File: config.mk
export PLATFORM = sky130hd
export DESIGN_NAME = serial_result_collector_flat
export DESIGN_NICKNAME = d
export VERILOG_FILES = /design/src/rtl/serial_result_collector_if.sv /design/src/rtl/serial_result_collector.sv /design/src/flat_wrapper.sv
export SDC_FILE = /design/constraint.sdc
export NUM_CORES = 1
export LEC_CHECK = 0
export ABC_AREA = 1
export BUFFER_PORTS_ARGS = -buffer_cell sky130_fd_sc_hd__buf_2
export CAP_MARGIN = 20
export CORE_MARGIN = 2
export CORE_UTILIZATION = 44
export CTS_BUF_LIST = sky130_fd_sc_hd__clkbuf_16
export CTS_CLUSTER_DIAMETER = 30
export CTS_CLUSTER_SIZE = 16
export DETAILED_ROUTE_END_ITERATION = 7
export SKIP_LAST_GASP = 1
export SLEW_MARGIN = 20
export SYNTH_ARGS = -nofsm -noshare
export SYNTH_HDL_FRONTEND = slang
export SYNTH_SLANG_ARGS = --single-unit
File: constraint.sdc
create_clock -name clk -period 5.09 [get_ports clk]
set_input_delay 0.509 -clock clk [delete_from_list [all_inputs] [get_ports clk]]
set_output_delay 0.509 -clock clk [all_outputs]
set_load 0.01 [all_outputs]
File: src/rtl/serial_result_collector_if.sv
// Handshake bundle between a bit-serial result source, the collector and the
// downstream register-file/store path.
interface serial_result_collector_if #(
  parameter int WIDTH = 32
) ();
  logic             start;
  logic [1:0]       size;
  logic             sign_ext;
  logic             bit_in;
  logic             bit_en;
  logic             frame_end;
  logic             ready;
  logic [WIDTH-1:0] data;
  logic             valid;
  logic             busy;
  logic             short_frame;

  modport master (
    output start, size, sign_ext, bit_in, bit_en, frame_end, ready,
    input  data, valid, busy, short_frame
  );

  modport slave (
    input  start, size, sign_ext, bit_in, bit_en, frame_end, ready,
    output data, valid, busy, short_frame
  );
endinterface

File: src/rtl/serial_result_collector.sv
// Collects an LSB-first bit stream into a sized, sign/zero-extended word and
// offers it downstream over valid/ready.
module serial_result_collector #(
  parameter int WIDTH     = 32,
  parameter int CNT_WIDTH = 6
) (
  input logic                    clk,
  input logic                    rst_n,
  serial_result_collector_if.slave bus
);

  typedef enum logic [1:0] {IDLE, COLLECT, VALID} state_t;

  state_t               state_q, state_d;
  logic [CNT_WIDTH-1:0] cnt_q, cnt_d;
  logic [WIDTH-1:0]     data_q, data_d;
  logic [1:0]           size_q, size_d;
  logic                 sext_q, sext_d;
  logic                 short_q, short_d;
  logic                 lastBit_q, lastBit_d;
  logic [CNT_WIDTH-1:0] reqN;
  logic                 accept;
  logic                 openFrame;

  always_comb begin
    reqN = CNT_WIDTH'(WIDTH);
    unique case (size_q)
      2'b00:   reqN = CNT_WIDTH'(8);
      2'b01:   reqN = CNT_WIDTH'(16);
      default: reqN = CNT_WIDTH'(WIDTH);
    endcase
  end

  // A start in COLLECT, or alongside the handshake in VALID, reopens a frame
  // through the same path as a start from IDLE.
  always_comb begin
    state_d   = state_q;
    cnt_d     = cnt_q;
    data_d    = data_q;
    size_d    = size_q;
    sext_d    = sext_q;
    short_d   = short_q;
    lastBit_d = lastBit_q;
    accept    = 1'b0;
    openFrame = 1'b0;

    unique case (state_q)
      IDLE: begin
        openFrame = bus.start;
      end
      COLLECT: begin
        if (bus.start) begin
          openFrame = 1'b1;
        end else begin
          accept = bus.bit_en && (cnt_q < reqN);
          if (accept) begin
            for (int i = 0; i < WIDTH; i++) begin
              if (cnt_q == CNT_WIDTH'(i)) data_d[i] = bus.bit_in;
            end
            cnt_d     = cnt_q + 1'b1;
            lastBit_d = bus.bit_in;
          end
          // Fill happens on the closing edge so the first VALID cycle is final.
          if ((accept && (cnt_d == reqN)) || bus.frame_end) begin
            state_d = VALID;
            short_d = (cnt_d < reqN);
            for (int i = 0; i < WIDTH; i++) begin
              if (CNT_WIDTH'(i) >= reqN) data_d[i] = sext_q & lastBit_d;
            end
          end
        end
      end
      VALID: begin
        if (bus.ready) begin
          if (bus.start) openFrame = 1'b1;
          else           state_d   = IDLE;
        end
      end
      default: state_d = IDLE;
    endcase

    if (openFrame) begin
      state_d   = COLLECT;
      cnt_d     = '0;
      data_d    = '0;
      short_d   = 1'b0;
      size_d    = bus.size;
      sext_d    = bus.sign_ext;
      lastBit_d = 1'b0;
    end
  end

  always_ff @(posedge clk or negedge rst_n) begin
    if (!rst_n) begin
      state_q   <= IDLE;
      cnt_q     <= '0;
      data_q    <= '0;
      size_q    <= 2'b10;
      sext_q    <= 1'b0;
      short_q   <= 1'b0;
      lastBit_q <= 1'b0;
    end else begin
      state_q   <= state_d;
      cnt_q     <= cnt_d;
      data_q    <= data_d;
      size_q    <= size_d;
      sext_q    <= sext_d;
      short_q   <= short_d;
      lastBit_q <= lastBit_d;
    end
  end

  assign bus.data        = data_q;
  assign bus.valid       = (state_q == VALID);
  assign bus.busy        = (state_q == COLLECT);
  assign bus.short_frame = short_q;

endmodule

File: src/flat_wrapper.sv
// flat-port wrapper written by rule: the top's interface ports become plain ports
module serial_result_collector_flat 
#(
  parameter int WIDTH     = 32,
  parameter int CNT_WIDTH = 6
)
  (clk, rst_n, bus_start, bus_size, bus_sign_ext, bus_bit_in, bus_bit_en, bus_frame_end, bus_ready, bus_data, bus_valid, bus_busy, bus_short_frame);
  serial_result_collector_if #(.WIDTH(WIDTH)) bus_i ();
  input logic clk;
  input logic rst_n;
  input wire logic [$bits(bus_i.start)-1:0] bus_start;
  input wire logic [$bits(bus_i.size)-1:0] bus_size;
  input wire logic [$bits(bus_i.sign_ext)-1:0] bus_sign_ext;
  input wire logic [$bits(bus_i.bit_in)-1:0] bus_bit_in;
  input wire logic [$bits(bus_i.bit_en)-1:0] bus_bit_en;
  input wire logic [$bits(bus_i.frame_end)-1:0] bus_frame_end;
  input wire logic [$bits(bus_i.ready)-1:0] bus_ready;
  output wire logic [$bits(bus_i.data)-1:0] bus_data;
  output wire logic [$bits(bus_i.valid)-1:0] bus_valid;
  output wire logic [$bits(bus_i.busy)-1:0] bus_busy;
  output wire logic [$bits(bus_i.short_frame)-1:0] bus_short_frame;
  assign bus_i.start = bus_start;
  assign bus_i.size = bus_size;
  assign bus_i.sign_ext = bus_sign_ext;
  assign bus_i.bit_in = bus_bit_in;
  assign bus_i.bit_en = bus_bit_en;
  assign bus_i.frame_end = bus_frame_end;
  assign bus_i.ready = bus_ready;
  assign bus_data = bus_i.data;
  assign bus_valid = bus_i.valid;
  assign bus_busy = bus_i.busy;
  assign bus_short_frame = bus_i.short_frame;
  serial_result_collector #(.WIDTH(WIDTH), .CNT_WIDTH(CNT_WIDTH)) u_core (.clk(clk), .rst_n(rst_n), .bus(bus_i));
endmodule
; After elaboration in Yosys (flattened, before gate mapping)
; Cells that the tools add are included.
; W data, S select, Z words.
[totals]
inputBits = 10
elab_cells = 190
output_inout_bits = 35
register_bits = 45
[op_classes]
n_mux = 95
n_addsub = 1
n_eq_ne = 41
order_cmp = 34
n_reduce_logical = 11
n_bitwise = 1
[op_table]
columns = operator, n
row1 = $mux W32, 5
row2 = $eq A6 B5 Y1 const B, 16
row3 = $ge A5 B6 Y1 const A, 16
row4 = $mux W1, 76
row5 = $eq A6 B4 Y1 const B, 8
row6 = $ge A4 B6 Y1 const A, 8
row7 = $mux W6, 6
row8 = $eq A6 B3 Y1 const B, 4
row9 = $ge A3 B6 Y1 const A, 4
row10 = $eq A6 B2 Y1 const B, 2
row11 = $ge A1 B6 Y1 const A, 2
row12 = $ge A2 B6 Y1 const A, 2
row13 = $lt A6 B6 Y1, 2
row14 = $pmux W6 S2, 1
row15 = $mux W2, 5
row16 = $ne A3 B2 Y1 const B, 3
row17 = $add A6 B1 Y6 const B, 1
row18 = $eq A6 B1 Y1 const B, 1
row19 = $eq A6 B6 Y1, 1
row20 = $logic_not A6 Y1, 1
row21 = $pmux W2 S3, 1
row22 = $reduce_and A5 Y1, 1
row23 = $eq A2 B1 Y1 const B, 2
row24 = $logic_not A2 Y1, 2
row25 = other kinds (10), 13

; Depth between registers and ports, before layout
; Gate-level depths: netlist (run 1).
[depth]
ltp_word = 14
depth_mapped = 25
mapped_depth_nobuf = 23

; Worst setup path after synthesis (run 1)
; OpenSTA, ideal clock, no wires.
[synth_path]
kind = register to register
start = register u_core.size_q[0]
end = register u_core.data_q[24] (netlist: u_core.bus.data[24])
setup_slack_ns = 1.554
setup_ns = 0.117
arrival_ns = 3.418
n_path_buf = 3
stages_incl_launch_ff = 25
cell_sequence = dfrtp_1 -> nor2_4 -> clkinv_1 -> ha_1 -> inv_1 -> ha_1 -> nand2_1 -> inv_1 -> nor2_2 -> nand2_2 -> buf_6 -> inv_2 -> buf_4 -> nand4_1 -> xor2_1 -> inv_1 -> ha_1 -> nand3_1 -> nor2_2 -> nand3_4 -> nand2_8 -> buf_6 -> nand3_1 -> nand3_1 -> nand2_1
[synth_between]
elab_chain_cells = 14
elab_cells_between_ends = 22
[synth_lines]
columns = element, line_no
row1 = from (decl), serial_result_collector.sv:17  ; logic [1:0] size_q, size_d;
row2 = from (signal assigned), serial_result_collector.sv:106  ; size_q <= size_d;
row3 = $eq A2 B1 Y1 or $logic_not A2 Y1 (tied branches), serial_result_collector.sv:27  ; unique case (size_q)
row4 = $pmux W6 S2 (*), serial_result_collector.sv:27
row5 = $lt A6 B6 Y1, serial_result_collector.sv:55  ; accept = bus.bit_en && (cnt_q < reqN);
row6 = $logic_and A1 B1 Y1, serial_result_collector.sv:55
row7 = $mux W6, serial_result_collector.sv:56  ; if (accept) begin
row8 = $mux W6, serial_result_collector.sv:52  ; if (bus.start) begin
row9 = $mux W6, serial_result_collector.sv:47  ; unique case (state_q)
row10 = $eq A6 B6 Y1, serial_result_collector.sv:64  ; if ((accept && (cnt_d == reqN)) || bus.frame_end) begin
row11 = $logic_and A1 B1 Y1, serial_result_collector.sv:64
row12 = $logic_or A1 B1 Y1, serial_result_collector.sv:64
row13 = $mux W32 (*), serial_result_collector.sv:64
row14 = $mux W32 (*), serial_result_collector.sv:52
row15 = $mux W32 (*), serial_result_collector.sv:47
row16 = $mux W32 (*), serial_result_collector.sv:82  ; if (openFrame) begin
row17 = to (signal assigned), serial_result_collector.sv:105  ; data_q <= data_d;
row18 = to (decl), serial_result_collector.sv:16  ; logic [WIDTH-1:0] data_q, data_d;
; Mark *: on every way between the ends. The rest lies on a longest branch, timed or not. The select of a mux whose other input is x is not followed.
; A chain may end at the register's enable or synchronous reset.

; Final worst setup path (run 1)
[layout_path]
start = register u_core.size_q[0]
end = register u_core.data_q[31] (netlist: u_core.bus.data[31])
; The elaborated chain is that of the path after synthesis.

==> results_dict.tcl, run 1 <==
set metrics [dict create \
    rsz0062_at_grt "no" \
    endpoint_kind "flip-flop" \
    initial_core_util_pct 45.39 \
    crit_slowest_cell "dfrtp_1" \
    grt_pass1_vias 2806 \
    fin_setup_tns_ps 0 \
    min_period_ps 4286 \
    cts_resized 0 \
    cts_sinks 45 \
    clkTransAtPathRegs_ps 60 \
    synth.distinct_cells 30 \
    diodes 0 \
    place_congestion 0.8768 \
    ir_drop_uv 144.6 \
    fmax_mhz 233.3 \
    h-tree-depth 2 \
    synth_edf_count 0 \
    fin_area_um2 3650 \
    setup_viol 0 \
    synth_area_leader_cell "dfrtp_1" \
    drtAntennaViolNets 0 \
    cts_made_buffers 5 \
    tightest_slew_ps 757.7 \
    dp_slack_ps 794.6 \
    fillers 774 \
    drive_gt1_share_pct 14.18 \
    synth-seq-cells 45 \
    routed_wirelength_um 8091 \
    fin_total_pwr_mw 1.219 \
    io_buffers 44 \
    status "finished, final reports clean" \
    grt.overflow.total 0 \
    netlist_instances 488 \
    clock_path_buffers 2 \
    netlist_area_um2 3274 \
    boundaryPins 45 \
    synthArstFlopShare_pct 100.0 \
    syn_avg_cell_area_um2 6.710 \
    yosysSeqAreaShare_pct 34.43 \
    register_area_um2 1127 \
    placed_area_um2 3511 \
    clk_latency_ps 290 \
    yosysWarnings 0 \
    grt_pass1_wl_um 13830 \
    die_h_um 90.27 \
    path_cells "nor2_4, clkinv_1, ha_1, inv_1, ha_1, nand2_1, inv_1, nor2_2, nand2_2, inv_2, nand4_1, xor2_1, inv_1, ha_1, nand3_1, nor2_2, nand3_4, nand2_8, nand3_2, nand3_1, nand2_1" \
    drv_slew 0 \
    drv_cap 0 \
    p_leak_nw 1.982 \
    drc 0 \
    critical_path_class "flip-flop to flip-flop" \
    drt_pass1_iterations 4 \
    dr_total_vias 2996 \
    rows 31 \
    dp_hpwl_um 5987 \
    synthesis.nets 509 \
    die_x_um 90.27 \
    min_path_type "input pin to async pin" \
    post_cts_buffers 0 \
    fin_crit_sh_pct 84.21 \
    crit_required_ps 5250 \
    cts_root_buffer "clkbuf_16" \
    synthFlopType "dfrtp_1" \
    pwr_density_cell_nw_per_um2 334.1 \
    dr.first_iter.drc_count 172 \
    slew_headroom_pct 49.17 \
    synth.area.top_cells "dfrtp_1, nand2_1, nand3_1, inv_1, ha_1" \
    wl_per_cell_um 13.03 \
    fin_worst_skew_ps 7.235 \
    area_delta_synth_final_pct 11.46 \
    yosysMostFrequentCell "nand2_1" \
    worst_slack_ps 803.6 \
    coreArea_um2 7214 \
    via_per_inst 4.824 \
    worstPathMaxFanout 21 \
    critPathArrivalTime_ps 4450 \
    hold_viol_final 0 \
    critPathLaunchType "flip-flop" \
    yosys.area.top_type_share_pct 33.63 \
    slowest_delay_ps 410 \
    multiInputGateArea_um2 1833 \
    synth_common_cells "nand2_1, nand3_1, inv_1" \
    dieArea_um2 8148 \
    grt_max_degree 46 \
    fin_nets 542 \
    holdBufCountCts 0 \
    cts_tree "done" \
    antenna_found_initial 0 \
    grt.total_usage_pct 20.76 \
    whs_ps 219.6 \
]
[stage by stage]
step	utilization, %	std cells
detailed placement	48.66	613
CTS	50.56	621
global route	50.59	621
global placement	48.66	613
floorplan	-	488
finish	50.59	621
[cells by family (layout without fill, tap and decap cells)]
| kind of cell | after synthesis | in the layout | share of synthesized area, % |
|---|---|---|---|
| buffers and inverters | 72 | 106 | 9.667 |
| AND/OR/NAND/NOR | 312 | 312 | 43.14 |
| adder cells (fa/ha/maj) | 11 | 11 | 4.203 |
| AO/OA/AOI/OAI | 45 | 45 | 7.757 |
| flip-flops | 45 | 45 | 34.43 |
| XOR/XNOR | 3 | 3 | 0.8026 |
[sequential cells by signal, indices dropped and copies added, names as in the netlist]
signal / cells
u_core.lastBit_q: 1
u_core.sext_q: 1
u_core.bus.data: 32
u_core.size_q: 2
u_core.bus.short_frame: 1
u_core.cnt_q: 6
u_core.state_q: 2
[worst max-delay path: cells and delay by family, from the launching register on]
| kind | cells | cell delay (ps) |
|---|---|---|
| XOR/XNOR | 1 | 190 |
| adder cells (fa/ha/maj) | 3 | 850 |
| buffers and inverters | 5 | 880 |
| flip-flops | 1 | 410 |
| AND/OR/NAND/NOR | 12 | 1800 |
[area by class of cell]
| cell class | count | area share, % |
|---|---|---|
| sequential | 45 | 30.89 |
| inverter | 53 | 5.451 |
| tap | 99 | 3.394 |
| multi-input combinational | 371 | 50.22 |
| timing repair buffer | 45 | 6.308 |
| clock inverter | 3 | 0.3085 |
| clock buffer | 5 | 3.428 |
[placed cells by master, fill, tap and decap left out]
master and count:
nand2_1 190, nand3_1 54, inv_1 49, dfrtp_1 44, buf_2 43, nor2_1 24
a21oi_1 15, o21ai_0 15, nand4_1 13, nor3_1 11, ha_1 11, o22ai_1 7
o21a_1 7, nor2_2 5, clkbuf_16 5, nand2_2 4, nand2_4 4, clkinv_1 4
inv_2 3, xor2_1 3, nand3_4 3, buf_4 2, a211oi_1 1, nand3_2 1
nor2_4 1, nand2_8 1, nor3_2 1, dfstp_2 1
[routing by layer]
metal	vias to the layer above	track usage (%)	share of wire [%]
met4	0	6.026	0.69
met2	61	34.27	46
li1	1629	-	-
met1	1301	28.57	49
met3	5	2.838	4.3
met5	-	0	0
[final timing paths]
path / startpoint / endpoint / slack (ps) / depth (start not counted)
min: rst_n / u_core.bus.data[20] / 220 / 1
min reg2reg: u_core.bus.short_frame / u_core.bus.short_frame / 470 / 2
max: u_core.size_q[0] / u_core.bus.data[31] / 800 / 21
min in group clk: bus_size[0] / u_core.size_q[0] / 430 / 3
max in group asynchronous: rst_n / u_core.size_q[1] / 4480 / 1
max reg2reg: u_core.size_q[0] / u_core.bus.data[31] / 800 / 21
[power by group]
| part | leakage [nW] | total, mW | internal (mW) | switching (mW) |
|---|---|---|---|---|
| Sequential | 0.602 | 0.452 | 0.410 | 0.0422 |
| Clock | 0.0738 | 0.307 | 0.177 | 0.131 |
| Combinational | 1.31 | 0.460 | 0.153 | 0.308 |
Note: power is estimated with default switching activity, not from simulation.
==> run 2: changes to the inputs <==
==> constraint.sdc (replaced) <==
create_clock -name clk -period 4.4 [get_ports clk]
set_input_delay 0.44 -clock clk [delete_from_list [all_inputs] [get_ports clk]]
set_output_delay 0.44 -clock clk [all_outputs]
set_load 0.01 [all_outputs]
==> run 2 against run 1 <==
Compared with the run above:
- non-clock buffer count grew 1
- register-to-register slack lost 320 ps
- cell count grew 0.16%
- critical endpoint is now u_core.bus.data[25]
- largest cell class unchanged
- largest power group unchanged
==> results_dict.tcl, run 2 (same netlist as run 1, synthesis figures left out) <==
set metrics [dict create \
    post_cts_buffers 0 \
    drive_gt1_share_pct 15.11 \
    drt_pass1_iterations 4 \
    dp_slack_ps 408.7 \
    switching_share_pct 39.83 \
    critPathBufInv 5 \
    rsz0062_at_grt "no" \
    holdBufCountCts 0 \
    crit_slowest_cell "dfrtp_1" \
    fillers 741 \
    slowest_delay_ps 420 \
    fin_worst_skew_ps 7.882 \
    status "finished, final reports clean" \
    power_frac_comb_pct 37.7 \
    clkPwrFrac_pct 26.0 \
    ir_drop_uv 193.2 \
    clkTransAtPathRegs_ps 70 \
    cts_root_buffer "clkbuf_16" \
    seq_power_share_pct 36.3 \
    drtAntennaViolNets 0 \
    drv_cap 0 \
    diodes 0 \
    cts_made_buffers 5 \
    critical-path-top-delay-family "simple AND/OR/NAND/NOR gates" \
    cts_sinks 45 \
    pwr_density_cell_nw_per_um2 390.2 \
    cts_resized 0 \
    dr_total_vias 3089 \
    drv_slew 0 \
    setup_viol 0 \
    p_int_mw 0.8613 \
    grt.overflow.total 0 \
    fin_nets 543 \
    critPathArrivalTime_ps 4080 \
    final_core_util_pct 50.85 \
    routed_wirelength_um 8225 \
    worstPathMaxFanout 21 \
    die_x_um 90.27 \
    antenna_found_initial 0 \
    via_per_inst 4.966 \
    min_period_ps 3917 \
    p_leak_nw 1.981 \
    cts_tree "done" \
    fin_crit_sh_pct 89.01 \
    hold_viol_final 0 \
    fin_setup_tns_ps 0 \
    placed_area_um2 3518 \
    grt.total_usage_pct 21.92 \
    grt_pass1_vias 2961 \
    fin_area_um2 3669 \
    slew_headroom_pct 44.78 \
    area_delta_synth_final_pct 12.04 \
    clk_latency_ps 290 \
    wl_per_cell_um 13.22 \
    drc 0 \
    grt_max_degree 46 \
    path_cells "nor2_4, clkinvlp_4, ha_1, inv_1, ha_1, nand2_1, inv_1, nor2_2, nand2_2, clkinv_2, nand4_1, xor2_1, inv_1, ha_1, nand3_1, nor2_2, nand3_4, nand2_8, nand3_2, nand3_1, nand2_1" \
    largest_reg_flops 32 \
    h-tree-depth 2 \
    dr.first_iter.drc_count 155 \
    whs_ps 159.8 \
    place_congestion 0.8565 \
    grt_pass1_wl_um 14600 \
    dieArea_um2 8148 \
    io_buffers 44 \
    clock_path_buffers 2 \
    boundaryPins 45 \
    worst_slack_ps 483.5 \
    die_h_um 90.27 \
    layout_commonest_cell "nand2_1" \
    critical_path_class "flip-flop to flip-flop" \
    min_path_type "input pin to async pin" \
    tightest_slew_ps 823.3 \
    layout_common_cells "nand2_1, nand3_1, inv_1, dfrtp_1, buf_2" \
    fmax_mhz 255.3 \
    initial_core_util_pct 45.39 \
    coreArea_um2 7214 \
    dp_hpwl_um 5846 \
    rows 31 \
    endpoint_kind "flip-flop" \
    crit_required_ps 4570 \
    critPathLaunchType "flip-flop" \
    switchingPower_mw 0.5701 \
]
-- run 2: cell count changes in the layout (fill, tap and decap cells not counted), sizes merged --
cell,delta
clkinv,+1
inv,-3
buf,+1
clkinvlp,+2
-- run 2: final cells by class --
cell class              instances  area [um2]  share of cell area, %
well taps                      99       123.9                  3.377
multi-input cells             371        1833                  49.97
flip-flops and latches         45        1127                  30.73
clock buffers                   5       125.1                  3.411
inverters                      53       203.9                  5.559
clock inverters                 3       17.52                 0.4775
repair buffers                 46       237.7                  6.480
-- run 2: metrics by stage --
stage               power (mW)  cells
floorplan               0.9196    488
global placement         1.059    614
detailed placement       1.064    614
CTS                      1.442    622
global route             1.553    622
finish                   1.431    622
-- run 2: final timing paths --
path	slack (ps)	depth (start not counted)	to	startpoint
worst min-delay path	160	1	u_core.bus.data[20]	rst_n
worst max register to register	480	21	u_core.bus.data[25]	u_core.size_q[0]
max in group asynchronous	3840	1	u_core.bus.data[13]	rst_n
min in group clk	350	3	u_core.size_q[0]	bus_size[0]
worst min register to register	480	2	u_core.bus.short_frame	u_core.bus.short_frame
worst max-delay path	480	21	u_core.bus.data[25]	u_core.size_q[0]
-- run 2: layer usage --
layer,up-vias,share of wire (%),global-route usage [%]
li1,1631,-,-
met1,1371,50,30.66
met2,76,44,34.52
met3,11,4.3,3.673
met4,0,1.6,7.436
met5,-,0,0
-- run 2: power groups by stage --
stage	combinational, mW	clock (mW)	sequential, mW
2_1_floorplan	0.375	0	0.544
3_3_place_gp	0.533	0	0.525
3_5_place_dp	0.537	0	0.527
4_1_cts	0.540	0.382	0.520
5_1_grt	0.625	0.399	0.528
6_report	0.540	0.372	0.519
==> run 3: changes to the inputs <==
--- a/config.mk
+++ b/config.mk
@@ -10,7 +10,7 @@
 export CAP_MARGIN = 20
 export CORE_MARGIN = 2
 export CORE_UTILIZATION = 44
-export CTS_BUF_LIST = sky130_fd_sc_hd__clkbuf_16
+export CTS_BUF_LIST = sky130_fd_sc_hd__clkbuf_2 sky130_fd_sc_hd__clkbuf_4 sky130_fd_sc_hd__clkbuf_8
 export CTS_CLUSTER_DIAMETER = 30
 export CTS_CLUSTER_SIZE = 16
 export DETAILED_ROUTE_END_ITERATION = 7
==> run 3 against run 2 <==
Compared with the run above:
- combinational power about the same
- clock skew increased by 2.4 ps
- cell count stayed put
- maximum frequency down 1.1%
- die area unchanged
- sequential power barely moved
- design area fell by 1.6%
- sequential share of layout area up 0.51 points
- worst hold slack worse by 33 ps
- critical path depth stayed put
- non-clock buffer count is the same
- wire length is 0.63% lower
==> results_dict.tcl, run 3 (same netlist as run 1, synthesis figures left out) <==
set metrics [dict create \
    clock_path_buffers 2 \
    dp_slack_ps 408.7 \
    endpoint_kind "flip-flop" \
    post_cts_buffers 0 \
    clk_latency_ps 310 \
    status "finished, final reports clean" \
    drt_pass1_iterations 4 \
    hold_viol_final 0 \
    cts_sinks 45 \
    routed_wirelength_um 8173 \
    h-tree-depth 2 \
    io_buffers 44 \
    critPathLaunchType "flip-flop" \
    p_leak_nw 1.956 \
    fin_total_pwr_mw 1.322 \
    setup_viol 0 \
    crit_slowest_cell "dfrtp_1" \
    initial_core_util_pct 45.39 \
    drtAntennaViolNets 0 \
    die_h_um 90.27 \
    critPathBufInv 5 \
    cts_resized 0 \
    pwr_density_cell_nw_per_um2 366.4 \
    dr_total_vias 3077 \
    ir_drop_uv 183.7 \
    dieArea_um2 8148 \
    drv_slew 0 \
    die_x_um 90.27 \
    clkTransAtPathRegs_ps 90 \
    tightest_slew_ps 841.2 \
    fillers 742 \
    path_cells "nor2_4, clkinv_1, ha_1, inv_1, ha_1, nand2_1, inv_1, nor2_2, nand2_2, clkinv_2, nand4_1, xor2_1, inv_1, ha_1, nand3_1, nor2_2, nand3_4, nand2_8, nand3_2, nand3_1, nand2_1" \
    fin_worst_skew_ps 10.26 \
    antenna_found_initial 0 \
    critPathArrivalTime_ps 4160 \
    crit_required_ps 4600 \
    diodes 0 \
    place_congestion 0.8565 \
    cts_tree "done" \
    grt_pass1_vias 2918 \
    drv_cap 0 \
    boundaryPins 45 \
    largest_reg_flops 32 \
    layout_common_cells "nand2_1, nand3_1, inv_1, dfrtp_1, buf_2" \
    dp_hpwl_um 5846 \
    critical_path_class "flip-flop to flip-flop" \
    cts_made_buffers 5 \
    fmax_mhz 252.6 \
    wl_per_cell_um 13.14 \
    critical-path-top-delay-family "simple AND/OR/NAND/NOR gates" \
    cts_root_buffer "clkbuf_8" \
    drc 0 \
    slew_headroom_pct 43.57 \
    min_period_ps 3960 \
    via_per_inst 4.947 \
    fin_nets 543 \
    grt_pass1_wl_um 14480 \
    grt.overflow.total 0 \
    placed_area_um2 3518 \
    area_delta_synth_final_pct 10.20 \
    fin_area_um2 3608 \
    layout_commonest_cell "nand2_1" \
    worstPathMaxFanout 21 \
    worst_slack_ps 440.5 \
    rows 31 \
    drive_gt1_share_pct 14.91 \
    grt.total_usage_pct 21.71 \
    grt_max_degree 46 \
    slowest_delay_ps 430 \
    holdBufCountCts 0 \
    min_path_type "input pin to async pin" \
    fin_crit_sh_pct 89.99 \
    coreArea_um2 7214 \
    dr.first_iter.drc_count 168 \
]
## run 3: worst register-to-register path: cells and delay by family, from the launching register on
family                     cells  cell delay (ps)
DFF                            1              430
adders and majority gates      3              840
buffers and inverters          5              740
xor gates and xnor gates       1              190
and+or+nand+nor               12             1630
## run 3: layer usage
| metal | wire (um) | GRT usage [%] | share of wire, % | vias to the layer above |
|---|---|---|---|---|
| li1 | - | - | - | 1630 |
| met1 | 4113 | 30.82 | 50 | 1367 |
| met2 | 3605 | 34.52 | 44 | 72 |
| met3 | 345 | 3.339 | 4.2 | 8 |
| met4 | 109 | 6.026 | 1.3 | 0 |
| met5 | 0 | 0 | 0 | - |
## run 3: where the power goes
group | switching [mW] | leakage (nW) | internal [mW]
sequential | 0.0460 | 0.602 | 0.473
clock | 0.155 | 0.0439 | 0.110
combinational | 0.360 | 1.31 | 0.178
## run 3: worst paths after layout
check,cells past startpoint,to,start,slack (ps)
min in group clk,3,u_core.size_q[0],bus_size[0],320
hold / removal,1,u_core.cnt_q[0],rst_n,130
setup / recovery,21,u_core.bus.data[25],u_core.size_q[0],440
setup reg to reg,21,u_core.bus.data[25],u_core.size_q[0],440
max in group asynchronous,1,u_core.bus.data[13],rst_n,3880
hold reg to reg,2,u_core.bus.short_frame,u_core.bus.short_frame,490
## run 3: cell type report
type	instances	area, um2	share of cell area, %
Clock buffer	5	68.82	1.907
Multi-Input combinational cell	371	1833	50.80
Timing Repair Buffer	46	237.7	6.588
Sequential cell	45	1127	31.24
Tap cell	99	123.9	3.433
Clock inverter	3	17.52	0.4854
Inverter	53	200.2	5.548
## run 3: metrics by stage
stage          util [%]  hold slack [ps]  setup TNS (ps)  cells
2_1_floorplan         -            144.4               0    488
3_3_place_gp      48.77            453.1               0    614
3_5_place_dp      48.77            456.5               0    614
4_1_cts           49.97            317.2               0    622
5_1_grt           50.02            178.3         -0.4641    622
6_report          50.02            127.0               0    622
